[src/rtl/cpu_trace_emitter.sv]
// rtl/cpu_trace_emitter.sv - serialises CPU write events into the ASCII trace character stream
module cpu_trace_emitter #(
   parameter int unsigned TIME_MAX = 9999
) (
   input  logic        clk,
   input  logic        reset,
   input  logic        in_valid,
   output logic        in_ready,
   input  logic        in_op,
   input  logic [13:0] in_time,
   input  logic [31:0] in_pc,
   input  logic [4:0]  in_reg,
   input  logic [31:0] in_addr,
   input  logic [31:0] in_data,
   output logic [7:0]  char_out,
   output logic        char_valid,
   input  logic        char_ready,
   output logic        done
);

   typedef enum logic [3:0] {
      S_IDLE,
      S_CARET,
      S_TIME,
      S_AT,
      S_PC,
      S_COLON,
      S_SP1,
      S_SIGIL,
      S_ARG,
      S_SP2,
      S_LT,
      S_EQ,
      S_SP3,
      S_DATA,
      S_HASH
   } state_t;

   state_t      state_q, state_d;
   logic [3:0]  cnt_q, cnt_d;
   logic [15:0] time_bcd_q, time_bcd_d;
   logic [7:0]  reg_bcd_q, reg_bcd_d;
   logic [31:0] pc_q, pc_d;
   logic [31:0] addr_q, addr_d;
   logic [31:0] data_q, data_d;
   logic        op_q, op_d;
   logic [7:0]  char_out_q, char_out_d;
   logic        char_valid_q, char_valid_d;
   logic        in_ready_q, in_ready_d;
   logic        done_q, done_d;

   logic        xfer;
   logic [13:0] time_clamped;
   logic [3:0]  time_len_m1;
   logic [3:0]  reg_len_m1;

   function automatic logic [7:0] hex_char(input logic [3:0] n);
      return (n < 4'd10) ? (8'h30 + {4'h0, n}) : (8'h57 + {4'h0, n});
   endfunction

   function automatic logic [3:0] nib(input logic [31:0] w, input logic [2:0] i);
      return w[{i, 2'b00} +: 4];
   endfunction

   // Shift-and-add-3 conversion; inputs are bounded to 9999 so four BCD digits suffice.
   function automatic logic [15:0] bin2bcd(input logic [13:0] b);
      logic [29:0] s;
      s = {16'd0, b};
      for (int i = 0; i < 14; i++) begin
         for (int j = 0; j < 4; j++) begin
            if (s[14 + 4*j +: 4] >= 4'd5)
               s[14 + 4*j +: 4] = s[14 + 4*j +: 4] + 4'd3;
         end
         s = s << 1;
      end
      return s[29:14];
   endfunction

   assign xfer = char_valid_q && char_ready;

   always_comb begin
      time_clamped = (in_time > 14'(TIME_MAX)) ? 14'(TIME_MAX) : in_time;

      if (time_bcd_q[15:12] != 4'd0)
         time_len_m1 = 4'd3;
      else if (time_bcd_q[11:8] != 4'd0)
         time_len_m1 = 4'd2;
      else if (time_bcd_q[7:4] != 4'd0)
         time_len_m1 = 4'd1;
      else
         time_len_m1 = 4'd0;

      reg_len_m1 = (reg_bcd_q[7:4] != 4'd0) ? 4'd1 : 4'd0;
   end

   always_comb begin
      state_d    = state_q;
      cnt_d      = cnt_q;
      time_bcd_d = time_bcd_q;
      reg_bcd_d  = reg_bcd_q;
      pc_d       = pc_q;
      addr_d     = addr_q;
      data_d     = data_q;
      op_d       = op_q;
      done_d     = 1'b0;

      case (state_q)
         S_IDLE: begin
            if (in_valid) begin
               time_bcd_d = bin2bcd(time_clamped);
               reg_bcd_d  = 8'(bin2bcd({9'd0, in_reg}));
               pc_d       = in_pc;
               addr_d     = in_addr;
               data_d     = in_data;
               op_d       = in_op;
               cnt_d      = 4'd0;
               state_d    = S_CARET;
            end
         end
         S_CARET: if (xfer) begin
            state_d = S_TIME;
            cnt_d   = time_len_m1;
         end
         S_TIME: if (xfer) begin
            if (cnt_q == 4'd0) state_d = S_AT;
            else               cnt_d   = cnt_q - 4'd1;
         end
         S_AT: if (xfer) begin
            state_d = S_PC;
            cnt_d   = 4'd7;
         end
         S_PC: if (xfer) begin
            if (cnt_q == 4'd0) state_d = S_COLON;
            else               cnt_d   = cnt_q - 4'd1;
         end
         S_COLON: if (xfer) state_d = S_SP1;
         S_SP1:   if (xfer) state_d = S_SIGIL;
         S_SIGIL: if (xfer) begin
            state_d = S_ARG;
            cnt_d   = op_q ? 4'd7 : reg_len_m1;
         end
         S_ARG: if (xfer) begin
            if (cnt_q == 4'd0) state_d = S_SP2;
            else               cnt_d   = cnt_q - 4'd1;
         end
         S_SP2: if (xfer) state_d = S_LT;
         S_LT:  if (xfer) state_d = S_EQ;
         S_EQ:  if (xfer) state_d = S_SP3;
         S_SP3: if (xfer) begin
            state_d = S_DATA;
            cnt_d   = 4'd7;
         end
         S_DATA: if (xfer) begin
            if (cnt_q == 4'd0) state_d = S_HASH;
            else               cnt_d   = cnt_q - 4'd1;
         end
         S_HASH: if (xfer) begin
            state_d = S_IDLE;
            cnt_d   = 4'd0;
            done_d  = 1'b1;
         end
         default: state_d = S_IDLE;
      endcase
   end

   // Outputs are registered, so the character is chosen from the state being entered.
   always_comb begin
      in_ready_d   = (state_d == S_IDLE);
      char_valid_d = (state_d != S_IDLE);
      case (state_d)
         S_CARET: char_out_d = 8'h5e;
         S_TIME:  char_out_d = 8'h30 + {4'h0, time_bcd_q[{cnt_d[1:0], 2'b00} +: 4]};
         S_AT:    char_out_d = 8'h40;
         S_PC:    char_out_d = hex_char(nib(pc_q, cnt_d[2:0]));
         S_COLON: char_out_d = 8'h3a;
         S_SP1:   char_out_d = 8'h20;
         S_SIGIL: char_out_d = op_q ? 8'h2a : 8'h24;
         S_ARG:   char_out_d = op_q ? hex_char(nib(addr_q, cnt_d[2:0]))
                                    : 8'h30 + {4'h0, reg_bcd_q[{cnt_d[0], 2'b00} +: 4]};
         S_SP2:   char_out_d = 8'h20;
         S_LT:    char_out_d = 8'h3c;
         S_EQ:    char_out_d = 8'h3d;
         S_SP3:   char_out_d = 8'h20;
         S_DATA:  char_out_d = hex_char(nib(data_q, cnt_d[2:0]));
         S_HASH:  char_out_d = 8'h23;
         default: char_out_d = 8'h00;
      endcase
   end

   always_ff @(posedge clk or negedge reset) begin
      if (!reset) begin
         state_q      <= S_IDLE;
         cnt_q        <= 4'd0;
         time_bcd_q   <= 16'd0;
         reg_bcd_q    <= 8'd0;
         pc_q         <= 32'd0;
         addr_q       <= 32'd0;
         data_q       <= 32'd0;
         op_q         <= 1'b0;
         char_out_q   <= 8'h00;
         char_valid_q <= 1'b0;
         in_ready_q   <= 1'b1;
         done_q       <= 1'b0;
      end else begin
         state_q      <= state_d;
         cnt_q        <= cnt_d;
         time_bcd_q   <= time_bcd_d;
         reg_bcd_q    <= reg_bcd_d;
         pc_q         <= pc_d;
         addr_q       <= addr_d;
         data_q       <= data_d;
         op_q         <= op_d;
         char_out_q   <= char_out_d;
         char_valid_q <= char_valid_d;
         in_ready_q   <= in_ready_d;
         done_q       <= done_d;
      end
   end

   assign in_ready   = in_ready_q;
   assign char_out   = char_out_q;
   assign char_valid = char_valid_q;
   assign done       = done_q;

endmodule

[config.mk]
export PLATFORM = sky130hd
export DESIGN_NAME = cpu_trace_emitter
export DESIGN_NICKNAME = d
export VERILOG_FILES = /design/src/rtl/cpu_trace_emitter.sv
export SDC_FILE = /design/constraint.sdc
export NUM_CORES = 1
export LEC_CHECK = 0
export ABC_CLOCK_PERIOD_IN_PS = 6100
export CORE_ASPECT_RATIO = 0.7
export CORE_MARGIN = 2
export CORE_UTILIZATION = 58
export DETAILED_ROUTE_END_ITERATION = 16
export PLACE_DENSITY = 0.94
export SYNTH_ARGS = -nofsm -noshare
export SYNTH_HDL_FRONTEND = slang
export SYNTH_SLANG_ARGS = --single-unit
[constraint.sdc]
create_clock -name clk -period 6.1 [get_ports clk]
set_input_delay 0.915 -clock clk [delete_from_list [all_inputs] [get_ports clk]]
set_output_delay 0.915 -clock clk [all_outputs]
set_load 0.05 [all_outputs]
==> metrics.csv, run 1 <==
metric;value;unit
start_util;59.0;%
dp_hpwl;27.5;mm
stop_stage;5_1_grt;
synth.most_common_cell;nand2_1;
synth_common_cells;382 x nand2_1, 136 x dfrtp_1, 79 x a21oi_1, 72 x nor2_1, 69 x mux2i_1;
pre_cts_slack;-3.83;ns
cts.sinks;137;
ys.flop_type;dfrtp_1;
synth_top_area_share;30.6;%
yosysUniqueCellTypes;118;
dp_cells;1920;
grt_max_degree;107;
worst_endpoint;time_bcd_q[10]$_DFFE_PN0P_/D;
synth-edff-count;0;
syn_inst;1412;
error;[ERROR GRT-0232] Routing congestion too high. Check the congestion heatmap in the GUI.;
grt_overflow;11;
num_rows;42;
clock-root-buffer;clkbuf_16;
htreeDepth;4;
synthArstFlopShare;100;%
place_congestion;0.976;
top_level_ports;131;
hold_buffers;0;
ys_ff_latch;137;
yosysTopAreaCell;dfrtp_1;
synth.avg_cell_area;7.89;µm²
die_w;170;µm
portBuffers;129;
cts_buffer_depth;2;
grtUsageTotal;78.5;%
seq_area_frac_synth;30.8;%
yosysWarnings;0;
syn_area;11100;µm²
status;stopped before the end;
worstEndpointType;register input;
synthTopCellsByArea;dfrtp_1 31%, nand2_1 13%, mux2i_1 6.2%, ha_1 4.3%, a21oi_1 3.6%;
numCtsBuffers;17;
die_y;120;µm
==> layer usage <==
layer | GRT overflow | GRT usage (%)
met5 | 0 | 51.4
met4 | 2 | 73.5
met2 | 8 | 89.0
met3 | 1 | 69.6
met1 | 0 | 79.9
==> cells by family after synthesis <==
logic type,count (synthesis),share of synthesized area [%]
compound gates,337,21.3
xor+xnor,24,2.22
fa+ha+maj,40,4.45
buf+inv,141,5.25
flops,137,30.8
mux,109,10.7
other cells,1,0.0337
simple gates,623,25.2
==> metrics by stage <==
step	TNS [ns]	cell area, µm²	util (%)
after CTS	-35.78	15700	83.3
after detailed placement	-53.55	14300	75.7
after global placement	-43.87	14300	75.7
after floorplan	-36.81	11400	-
==> what timing repair did <==
item | CTS
gates resized for setup | 117
pin swaps | 48
buffers inserted | 42
endpoints found under the setup margin | 15
==> run 2, diff against run 1 <==
--- a/config.mk
+++ b/config.mk
@@ -6,11 +6,10 @@
 export NUM_CORES = 1
 export LEC_CHECK = 0
 export ABC_CLOCK_PERIOD_IN_PS = 6100
-export CORE_ASPECT_RATIO = 0.7
 export CORE_MARGIN = 2
-export CORE_UTILIZATION = 58
+export CORE_UTILIZATION = 40
 export DETAILED_ROUTE_END_ITERATION = 16
-export PLACE_DENSITY = 0.94
+export PLACE_DENSITY_LB_ADDON = 0.15
 export SYNTH_ARGS = -nofsm -noshare
 export SYNTH_HDL_FRONTEND = slang
 export SYNTH_SLANG_ARGS = --single-unit
==> run 2 against run 1 <==
Effect of this change: area after synthesis did not move; the flow now finishes, with violations (setup timing); synthesized cell count unchanged.
==> metrics.csv, run 2 <==
metric;value;unit;change
status;finished, violations left;;
violations;setup timing;;
area_growth;46.7;%;
synth_common_cells;382 x nand2_1, 136 x dfrtp_1, 79 x a21oi_1, 72 x nor2_1, 69 x mux2i_1;;
tightest_slew;1.03;ns;
stdcell_area;16300;µm²;
synth_top_area_share;30.6;%;unchanged
setup_violations;15;;
hold_buffers;0;;unchanged
grtUsageTotal;21.6;%;
synth.avg_cell_area;7.89;µm²;unchanged
end_kind;register;;
cp-start-kind;input port;;
wl_met1;14.9;mm;
mostFrequentLayoutCell;nand2_1;;
grt_overflow;0;;
die_area;29200;µm²;
ys.flop_type;dfrtp_1;;
seq_area_frac_synth;30.8;%;unchanged
top_regs;addr_q x32, data_q x32, pc_q x32;;
insertion_delay;0.42;ns;
timing_max_transition_violations_final;0;;
fmax;0.118;GHz;
portBuffers;129;;unchanged
die_y;171;µm;+42%
rsz0062_at_grt;true;;
final_cell_mix;375 x nand2_1, 292 x buf_4, 136 x dfrtp_1;;
yosysWarnings;0;;unchanged
numCtsBuffers;17;;unchanged
vias;11400;;
crit_path_top_delay_cell;or4b_4;;
crit_required;6.44;ns;
worst_path_most_repeated_cell;ha_4;;
grt_max_degree;99;;
wl_met3;974;µm;
antenna_found_initial;0;;
path_max_fanout;4;;
setup_slack;-2.40;ns;
dpl_cell_area;14600;µm²;+2.3%
cts.sinks;137;;unchanged
place_congestion;0.914;;-6.4%
ys_ff_latch;137;;unchanged
syn_inst;1412;;unchanged
clock-root-buffer;clkbuf_16;;
drc_errors;0;;
yosysTopAreaCell;dfrtp_1;;
hold_path.class;reg2reg;;
drt_iter0_drc;752;;
drive_above_1_share;31.4;%;
synthTopCellsByArea;dfrtp_1 31%, nand2_1 13%, mux2i_1 6.2%, ha_1 4.3%, a21oi_1 3.6%;;
slowest_delay;0.49;ns;
viasPerCell;5.21;;
clk_pin_slew;0.05;ns;
top_level_ports;131;;unchanged
hold_viol_final;0;;
fin_skew;0.0133;ns;
die_w;171;µm;+0.73%
diodes;0;;
synth.most_common_cell;nand2_1;;
finalCritPeriodShare;139;%;
slew_headroom;31.6;%;
synth-edff-count;0;;unchanged
start_util;40.3;%;-19 points
dp_hpwl;23.1;mm;-16%
critPathKind;in2reg;;
dr.pass1.iters;5;;
core_area;27600;µm²;
ff2ff_setup_slack;1.01;ns;
htreeDepth;4;;unchanged
grt_pass1_wl;51.9;mm;
crit_family;simple AND/OR/NAND/NOR gates;;
drt-total-wl;31.9;mm;
final.min_clock_period;8.50;ns;
syn_area;11100;µm²;unchanged
highest_layer;met4;;
pre_cts_slack;-3.40;ns;+0.439 ns
critPathBufInv;9;;
cts_tree;built;;
cts_buffer_depth;2;;unchanged
yosysUniqueCellTypes;118;;unchanged
synthArstFlopShare;100;%;unchanged
cap_viol_max_count;0;;
routed-wl-met2;15.7;mm;
drtAntennaViolNets;0;;
num_rows;61;;+45%
arrival;8.84;ns;
nets;1955;;
grt_pass1_vias;10900;;
wire_per_inst;14.6;µm;
final.setup.tns;-31.41;ns;
fin_util;59.1;%;
run 2: cell counts after synthesis:
Identical to the previous run, type by type.
run 2: worst register-to-register path, stage by stage, from the launching register on:
cell       delay [ns]
dfrtp_1          0.66
nor2b_1          0.33
nor2b_1          0.09
a21oi_1          0.19
o2bb2ai_1        0.15
a21oi_1          0.27
inv_1            0.07
maj3_1           0.35
o22ai_1          0.14
a21oi_1          0.16
o21ai_0          0.35
o21ai_4          0.31
mux2_2           0.35
nor2_1           0.04
a211oi_1         0.33
a21oi_1          0.16
ha_1             0.27
inv_1            0.05
nor2_1           0.05
o31ai_1          0.24
a21oi_1          0.11
a21oi_1          0.14
o221ai_1         0.15
run 2: final timing paths:
path,startpoint,endpoint,cells after the start
max in group asynchronous,reset,data_q[13],2
setup / recovery,in_time[13],time_bcd_q[11],53
setup reg to reg,state_q[0],char_out[4],22
hold / removal,data_q[13],data_q[13],2
min in group asynchronous,reset,reg_bcd_q[5],1
hold reg to reg,data_q[13],data_q[13],2
run 2: timing repair:
| action | 4_1_cts | 5_1_grt |
|---|---|---|
| pin swaps | 73 | 66 |
| buffers inserted | 60 | 27 |
| resized for setup | 94 | 49 |
| cloned | 0 | 0 |
| endpoints found under the setup margin | 15 | 15 |
run 2: per-layer routing:
metal  track usage [%]  vias up
li1                  -     5753
met1              28.9     5414
met2              37.2      188
met3              3.42       29
met4              4.24        0
met5                 0        -
run 2: cells by family after synthesis:
group | Yosys count | synth area share [%]
adder cells (fa/ha/maj) | 40 | 4.45
buffers and inverters | 141 | 5.25
multiplexers | 109 | 10.7
flip-flops | 137 | 30.8
other | 1 | 0.0337
AO/OA/AOI/OAI | 337 | 21.3
XOR/XNOR | 24 | 2.22
AND/OR/NAND/NOR | 623 | 25.2
run 2: area by class of cell:
| type | count | area (µm²) |
|---|---|---|
| Clock buffer | 18 | 439 |
| Clock inverter | 13 | 143 |
| Multi-Input combinational cell | 1137 | 7900 |
| Inverter | 64 | 255 |
| Timing Repair Buffer | 440 | 3700 |
| Sequential cell | 137 | 3430 |
| Fill cell | 2538 | 11300 |
| Tap cell | 378 | 473 |
run 2: through the flow:
| stage | hold WS [ns] | cells |
|---|---|---|
| finish | 0.470 | 2187 |
| global route | 0.487 | 2187 |
| CTS | 0.472 | 2166 |
| detailed placement | 0.458 | 2079 |
| global placement | 0.453 | 2079 |
| floorplan | 0.439 | 1415 |
Power of run 2 is left out: the tool's default activity adds up to more than one toggle a clock period on the data nets, which glitch-free logic cannot reach.
==> run 3, diff against run 2 <==
--- a/config.mk
+++ b/config.mk
@@ -8,7 +8,9 @@
 export ABC_CLOCK_PERIOD_IN_PS = 6100
 export CORE_MARGIN = 2
 export CORE_UTILIZATION = 40
+export CTS_CLUSTER_SIZE = 14
 export DETAILED_ROUTE_END_ITERATION = 16
+export GPL_TIMING_DRIVEN = 0
 export PLACE_DENSITY_LB_ADDON = 0.15
 export SYNTH_ARGS = -nofsm -noshare
 export SYNTH_HDL_FRONTEND = slang
==> run 3 against run 2 <==
Effect of this change: the flow still finishes with violations (setup timing); wire length is 2.9% higher; count of clock-buffer cells in the layout is 1 lower; critical path depth is 1 lower; clock skew is 0.0031 ns lower; worst hold slack worse by 0.076 ns; final area is 8.1% lower.
==> metrics.csv, run 3 (synthesized netlist as in run 2, its figures left out) <==
metric;value;unit;change
status;finished, violations left;;
violations;setup timing;;
tightest_slew;0.903;ns;-0.124 ns
crit_path_top_delay_cell;or4b_4;;
nets;1806;;-7.6%
start_util;40.3;%;unchanged
htreeDepth;4;;unchanged
final.min_clock_period;8.86;ns;+0.355 ns
critPathKind;in2reg;;
viasPerCell;5.43;;+4.3%
arrival;9.21;ns;+0.37 ns
top_level_ports;131;;unchanged
crit_cells;52;;-1.9%
dr.pass1.iters;5;;unchanged
dp_hpwl;23.6;mm;+1.9%
grt_pass1_vias;10700;;-1.5%
r2r_cells;21;;-4.5%
crit_required;6.45;ns;about the same
timing.rr.start;state_q[0];;
num_rows;61;;unchanged
rsz0062_at_grt;true;;
setup_slack;-2.76;ns;-0.355 ns
final.setup.tns;-34.96;ns;-3.55 ns
worst_path_most_repeated_cell;ha_4;;
numCtsBuffers;17;;unchanged
fillers;2591;;+2.1%
die_w;171;µm;unchanged
drive_above_1_share;21.5;%;-9.9 points
cts_buffer_depth;2;;unchanged
drt-total-wl;32.8;mm;+2.9%
wire_per_inst;16.1;µm;+10%
instances_no_fill;2039;;-6.8%
fmax;0.113;GHz;-4.0%
clk_pin_slew;0.06;ns;about the same
portBuffers;129;;unchanged
path_max_fanout;8;;+4
grt_pass1_wl;53.6;mm;+3.3%
cap_viol_max_count;0;;unchanged
area_growth;34.8;%;
drc_errors;0;;unchanged
grtUsageTotal;22.7;%;+1.0 points
cts_tree;built;;
die_area;29200;µm²;unchanged
top_regs;addr_q x32, data_q x32, pc_q x32;;
cts.sinks;137;;unchanged
mostFrequentLayoutCell;nand2_1;;
grt_overflow;0;;unchanged
cp-start-kind;input port;;
antenna_found_initial;0;;unchanged
setup_violations;15;;unchanged
diodes;0;;unchanged
stdcell_area;15000;µm²;-8.1%
final_cell_mix;375 x nand2_1, 136 x dfrtp_1, 125 x clkdlybuf4s50_1;;
dp_cells;1923;;-7.5%
critPathBufInv;9;;unchanged
hold_buffers;0;;unchanged
die_y;171;µm;unchanged
hold_viol_final;0;;unchanged
crit_family;simple AND/OR/NAND/NOR gates;;
clock-root-buffer;clkbuf_16;;
fin_skew;0.0102;ns;-0.00314 ns
drt_iter0_drc;758;;+0.80%
slowest_delay;0.50;ns;about the same
timing_max_transition_violations_final;0;;unchanged
place_congestion;0.914;;about the same
insertion_delay;0.43;ns;about the same
crit_start;in_time[13];;
hold_path.class;in2async;;
core_area;27600;µm²;unchanged
vias;11100;;-2.7%
grt_max_degree;97;;-2.0%
end_kind;register;;
slew_headroom;39.8;%;+8.2 points
dpl_cell_area;13200;µm²;-9.7%
drtAntennaViolNets;0;;unchanged
finalCritPeriodShare;145;%;+5.8 points
run 3: changes by cell type in the layout (fill, tap and decap cells not counted), sizes merged:
cell      before  now
inv           64   69
clkbuf        19   70
clkinvlp       2    1
clkinv         9    8
bufinv         2    1
buf          314  113
run 3: per-layer routing:
layer  up-vias  share of wire (%)  global-route usage (%)
li1       5449                  -                       -
met1      5359                 49                    32.5
met2       235                 47                    36.5
met3        29                3.6                    3.28
met4         0                1.2                    4.50
met5         -                  0                       0
run 3: stage by stage:
stage / hold WS [ns] / worst slack (ns) / util, %
6_report: 0.395 / -2.76 / 54.3
5_1_grt: 0.416 / -3.18 / 54.3
4_1_cts: 0.411 / -2.75 / 53.5
3_5_place_dp: 0.459 / -4.46 / 47.8
3_3_place_gp: 0.455 / -4.41 / 47.7
2_1_floorplan: 0.439 / -3.02 / -
run 3: repair_timing:
action,in CTS,in global routing
pin swaps,78,37
setup buffers,75,14
setup endpoints to repair,15,21
resized for setup,124,29
run 3: layout make-up:
type / instances / area (µm²) / share of cell area [%]
Multi-Input combinational cell: 1137 / 7920 / 52.7
Sequential cell: 137 / 3430 / 22.8
Inverter: 64 / 255 / 1.70
Clock inverter: 15 / 155 / 1.03
Tap cell: 378 / 473 / 3.15
Buffer: 73 / 343 / 2.28
Clock buffer: 17 / 425 / 2.83
Timing Repair Buffer: 218 / 2010 / 13.4
run 3: path summary, 6_finish.rpt:
path	to	slack (ns)
setup / recovery	time_bcd_q[11]	-2.76
hold / removal	time_bcd_q[3]	0.39
setup reg to reg	char_out[2]	0.64
hold reg to reg	data_q[22]	0.47
max in group asynchronous	pc_q[4]	4.90
min in group clk	data_q[22]	0.47
run 3: worst reg2reg max path: stages, from the launching register on:
cell       delay [ns]
dfrtp_1          0.32
clkbuf_1         0.30
nor2b_1          0.34
nor2b_1          0.08
a21oi_1          0.15
o2bb2ai_1        0.15
a21oi_1          0.26
inv_1            0.08
maj3_1           0.36
o22ai_1          0.13
a21oi_1          0.15
o22ai_2          0.44
clkinv_1         0.38
buf_1            0.48
mux2i_1          0.36
mux2_2           0.26
inv_1            0.07
ha_1             0.21
nand2_1          0.06
mux2_2           0.33
a22oi_1          0.15
o221ai_1         0.22
Power of run 3 is left out for the same reason.
==> run 4, diff against run 3 <==
--- a/config.mk
+++ b/config.mk
@@ -11,6 +11,7 @@
 export CTS_CLUSTER_SIZE = 14
 export DETAILED_ROUTE_END_ITERATION = 16
 export GPL_TIMING_DRIVEN = 0
+export HOLD_SLACK_MARGIN = 0.06
 export PLACE_DENSITY_LB_ADDON = 0.15
 export SYNTH_ARGS = -nofsm -noshare
 export SYNTH_HDL_FRONTEND = slang
==> results of run 4 <==
Same layout as run 3: the final DEF is identical, and so are final timing and power.
Power of run 4 is left out for the same reason.
==> patch 1: new RTL, config.mk and constraints of run 4 <==
Take the reset off `pc_q` and load it in a clocked block of its own.
--- a/src/rtl/cpu_trace_emitter.sv
+++ b/src/rtl/cpu_trace_emitter.sv
@@ -193,7 +193,6 @@
          cnt_q        <= 4'd0;
          time_bcd_q   <= 16'd0;
          reg_bcd_q    <= 8'd0;
-         pc_q         <= 32'd0;
          addr_q       <= 32'd0;
          data_q       <= 32'd0;
          op_q         <= 1'b0;
@@ -206,7 +205,6 @@
          cnt_q        <= cnt_d;
          time_bcd_q   <= time_bcd_d;
          reg_bcd_q    <= reg_bcd_d;
-         pc_q         <= pc_d;
          addr_q       <= addr_d;
          data_q       <= data_d;
          op_q         <= op_d;
@@ -217,6 +215,10 @@
       end
    end
 
+   always_ff @(posedge clk) begin
+      pc_q <= pc_d;
+   end
+
    assign in_ready   = in_ready_q;
    assign char_out   = char_out_q;
    assign char_valid = char_valid_q;
Behaviour: no difference found for any inputs over 4 cycles, from zero or initial values and one cycle with reset low; that may be too few to reach the edited logic, so the function may still have changed.
==> patch 1 against run 4 <==
  * The run still ends with setup timing left
  * Setup slack gained 0.30 ns
  * Count of clock-buffer cells in the layout is 1 higher
  * Wire length is 5.4% lower
  * Final area is 2.2% lower
  * Sequential cell count unchanged
  * Fmax is 3.5% higher
  * First-iteration DRC count down 13%
  * Synthesized cell count fell by 10%
  * Via count shrank 8.5%
  * Synthesized area down 4.8%
Power is not shown: default switching activity piles up to over one toggle a cycle in this logic, so the estimate is an artifact.
==> patch 1: results (changes against run 4) <==
sequential share of the synthesized area 0.339 (was 0.308); clk_skew 0.00822 ns (was 0.0102 ns); Vias 10100 (was 11100); Adder-Cell Fraction of Synth Area 0.0479 (was 0.0445); gpl congestion 0.891 (was 0.914); Tightest Pin Transition 0.898 ns (was 0.903 ns); vias per cell 5.42 (was 5.43); half-perimeter wire length after placement 21800 um (was 23600 um); Nets 1679 (was 1806); final setup vio count 15 (unchanged); Post-synth EDFFs 32 (was 0); global-route wire length before repair 49800 um (was 53600 um); initial antenna violation count 1 (was 0); final worst-path setup slack -2.46 ns (was -2.76 ns); status complete, but fails checks (unchanged); vias in the first global route 9917 (was 10700); total track usage 0.218 (was 0.227); setup TNS -30.69 ns (was -34.96 ns); Mapped Cells 1270 (was 1412); multiplexer area fraction after synthesis 0.0974 (was 0.107); CP arrival 8.86 ns (was 9.21 ns); root buf cell clkbuf_16 (unchanged); share of cells above drive strength 1 0.236 (was 0.215); DR iter-0 viols 663 (was 758); CP max stage cell or3_4 (was or4b_4); asr flop ratio synth 0.766 (was 1.00); WL final 31000 um (was 32800 um); Tightest Hold Check Type reg -> reg (was in -> async); failing checks setup timing (unchanged); crit-path max cell delay 0.39 ns (was 0.50 ns); Area contributors post-synth dfrtp_1, nand2_1, edfxtp_1 (was dfrtp_1, nand2_1, mux2i_1); compound-cell area share of the yosys netlist 0.224 (was 0.213); Yosys cell types 115 (was 118); Regs by FF count addr_q (32), data_q (32), pc_q (32) (unchanged); synth cell count leaders nand2_1, dfrtp_1, nor2_1 (was nand2_1, dfrtp_1, a21oi_1); xor and xnor area share after synthesis 0.0246 (was 0.0222); pin count of the biggest net entering global routing 67 (was 97); maximum fanout along the worst path 5 (was 8); IO buf count 128 (was 129)
==> patch 1: area by class of cell <==
class,count,area [um^2]
Antenna cell,1,2.50
Buffer,56,292
Clock buffer,18,429
Clock inverter,14,210
Fill cell,2367,11400
Inverter,61,239
Multi-Input combinational cell,1017,7330
Sequential cell,137,3590
Tap cell,335,419
Timing Repair Buffer,231,2160
==> patch 1: logic make-up (layout without fill, tap and decap cells) <==
group,Yosys count,count (layout)
AND/OR/NAND/NOR,523,523
AO/OA/AOI/OAI,326,326
XOR/XNOR,25,25
other,1,5
buffers and inverters,119,380
multiplexers,98,98
flip-flops,137,137
adder cells (fa/ha/maj),41,41
==> patch 1: what timing repair did <==
item                                    4_1_cts  5_1_grt
buffers inserted                             55       47
resized for setup                            52       97
endpoints found under the setup margin       20       21
gates cloned                                  0        0
pin swaps                                    45       60
==> patch 1: routing by layer <==
metal	GRT usage	vias to the layer above	part of all wire
met2	0.365	196	0.49
met5	0	-	0
met1	0.295	4840	0.46
met3	0.0321	36	0.032
met4	0.0573	0	0.018
li1	-	5059	-
==> patch 1: final timing paths <==
path                        startpoint        endpoint  slack [ns]  cells past startpoint
max in group asynchronous        reset       data_q[0]        4.89                      2
min reg2reg                 data_q[28]      data_q[28]        0.47                      2
max                        in_time[13]  time_bcd_q[14]       -2.46                     51
min                         data_q[28]      data_q[28]        0.47                      2
min in group asynchronous        reset      char_valid        0.48                      1
max reg2reg                 state_q[0]     char_out[1]        0.41                     21
==> patch 1: worst max-delay path: cells and delay by family <==
kind	cells	cell delay [ns]
AOI/OAI and AO/OA	10	1.60
xor gates and xnor gates	2	0.28
adders and majority gates	8	1.30
buffers and inverters	7	0.61
muxes	2	0.35
and+or+nand+nor	22	3.80
==> patch 1: per-stage QoR <==
stage | hold WS, ns | instance area (um^2) | worst slack, ns
after floorplan | 0.438 | 10900 | -2.95
after global placement | 0.452 | 12600 | -4.38
after detailed placement | 0.461 | 12700 | -4.49
after CTS | 0.475 | 13900 | -2.35
after global routing | 0.489 | 14700 | -2.81
final | 0.471 | 14700 | -2.46
==> patch 2: new RTL, settings of run 4 <==
Made on the original files. Change the parameter `TIME_MAX` from 9999 to 4999.
--- a/src/rtl/cpu_trace_emitter.sv
+++ b/src/rtl/cpu_trace_emitter.sv
@@ -1,6 +1,6 @@
 // rtl/cpu_trace_emitter.sv - serialises CPU write events into the ASCII trace character stream
 module cpu_trace_emitter #(
-   parameter int unsigned TIME_MAX = 9999
+   parameter int unsigned TIME_MAX = 4999
 ) (
    input  logic        clk,
    input  logic        reset,
Behaviour: not the same (a bounded check fails within 4 cycles, from zero or initial values and one cycle with reset low).
==> patch 2 against run 4 <==
  * The flow still finishes with violations (setup timing)
  * Wire length up 4.9%
  * Global-route usage up 0.99 points
  * Critical path depth down 1
  * Synthesized area down 2.6%
  * Register-to-register slack better by 0.27 ns
  * Sequential cell count unchanged
  * Setup slack better by 0.24 ns
  * Final area down 1.6%
  * First-iteration DRC count up 43%
  * Highest routed layer unchanged
Power is left out: the tool's default activity adds up to more than one toggle a clock period on the data nets, which glitch-free logic cannot reach.
==> patch 2: results (changes against run 4) <==
final setup vio count 14 (was 15); Regs by FF count addr_q (32), data_q (32), pc_q (32) (unchanged); Mapped Cells 1501 (was 1412); Placed Area 12900 um^2 (was 13200 um^2); total track usage 0.237 (was 0.227); worst setup slack after placement -4.02 ns (was -4.46 ns); Yosys cell types 96 (was 118); final cell count without fillers 2094 (was 2039); filler instances 2506 (was 2591); M2 GR Usage 0.385 (was 0.365); DR iter-0 viols 1081 (was 758); crit-path max cell delay 0.36 ns (was 0.50 ns); pin count of the biggest net entering global routing 90 (was 97); M1 GR Usage 0.340 (was 0.325); WL met2 15900 um (was 15300 um); share of cells above drive strength 1 0.169 (was 0.215); CP arrival 8.98 ns (was 9.21 ns); final hold slack 0.417 ns (was 0.395 ns); R2R Setup Slk 0.91 ns (was 0.64 ns); asr flop ratio synth 1.00 (unchanged); global-route wire length before repair 55300 um (was 53600 um); final worst-path setup slack -2.52 ns (was -2.76 ns); CP max stage cell or3_1 (was or4b_4); setup TNS -28.40 ns (was -34.96 ns); sequential share of the synthesized area 0.316 (was 0.308); WL final 34400 um (was 32800 um); gpl congestion 0.906 (was 0.914); root buf cell clkbuf_16 (unchanged); synth cell count leaders nand2_1, dfrtp_1, nor2_1 (was nand2_1, dfrtp_1, a21oi_1); met3 Use GR 0.0309 (was 0.0328); half-perimeter wire length after placement 24600 um (was 23600 um); vias in the first global route 11000 (was 10700); met3 routed WL 1720 um (was 1170 um); maximum fanout along the worst path 5 (was 8); clk_skew 0.0102 ns (about the same); failing checks setup timing (unchanged); slew margin rel. 0.0836 (was 0.398); Reg-to-Reg Start time_bcd_q[13] (was state_q[0]); IO buf count 128 (was 129); status complete, but fails checks (unchanged); Area contributors post-synth dfrtp_1, nand2_1, ha_1 (was dfrtp_1, nand2_1, mux2i_1)
## patch 2: cells by family (layout without fill, tap and decap cells)
| family | Yosys count | count (layout) | synth area share |
|---|---|---|---|
| AND/OR/NAND/NOR | 790 | 790 | 0.320 |
| AO/OA/AOI/OAI | 363 | 363 | 0.231 |
| flip-flops | 137 | 137 | 0.316 |
| buffers and inverters | 130 | 378 | 0.0471 |
| adder cells (fa/ha/maj) | 37 | 37 | 0.0424 |
| XOR/XNOR | 23 | 23 | 0.0193 |
| multiplexers | 20 | 20 | 0.0235 |
| other | 1 | 5 | 0.000346 |
## patch 2: area by class of cell
cell class | instances | area (um^2) | share of cell area
multi-input cells | 1238 | 7750 | 0.525
flip-flops and latches | 137 | 3430 | 0.232
repair buffers | 218 | 2020 | 0.137
clock buffers | 18 | 439 | 0.0297
well taps | 341 | 427 | 0.0289
plain buffers | 78 | 345 | 0.0234
inverters | 50 | 208 | 0.0141
clock inverters | 14 | 153 | 0.0103
## patch 2: how the worst max path moves through the flow
stage | endpoint | slack [ns] | cells after the start
after floorplan | time_bcd_q[11] | -2.69 | 49
after global placement | time_bcd_q[12] | -3.94 | 47
after detailed placement | time_bcd_q[12] | -4.02 | 47
after CTS | time_bcd_q[11] | -2.47 | 53
after global routing | time_bcd_q[11] | -2.84 | 51
final | time_bcd_q[11] | -2.52 | 51
## patch 2: worst max-delay path: cells and delay by family
family          cells  cell delay (ns)
simple gates       18             3.47
compound gates     14             2.20
fa+ha+maj           7             1.18
buf+inv            11             1.06
xor+xnor            1             0.15
## patch 2: repair_timing
item / 4_1_cts / 5_1_grt
resized for setup: 80 / 69
pin swaps: 56 / 56
hold buffers: 0 / 0
setup endpoints to repair: 15 / 18
setup buffers: 62 / 28
endpoints found under the hold margin: 0 / 0
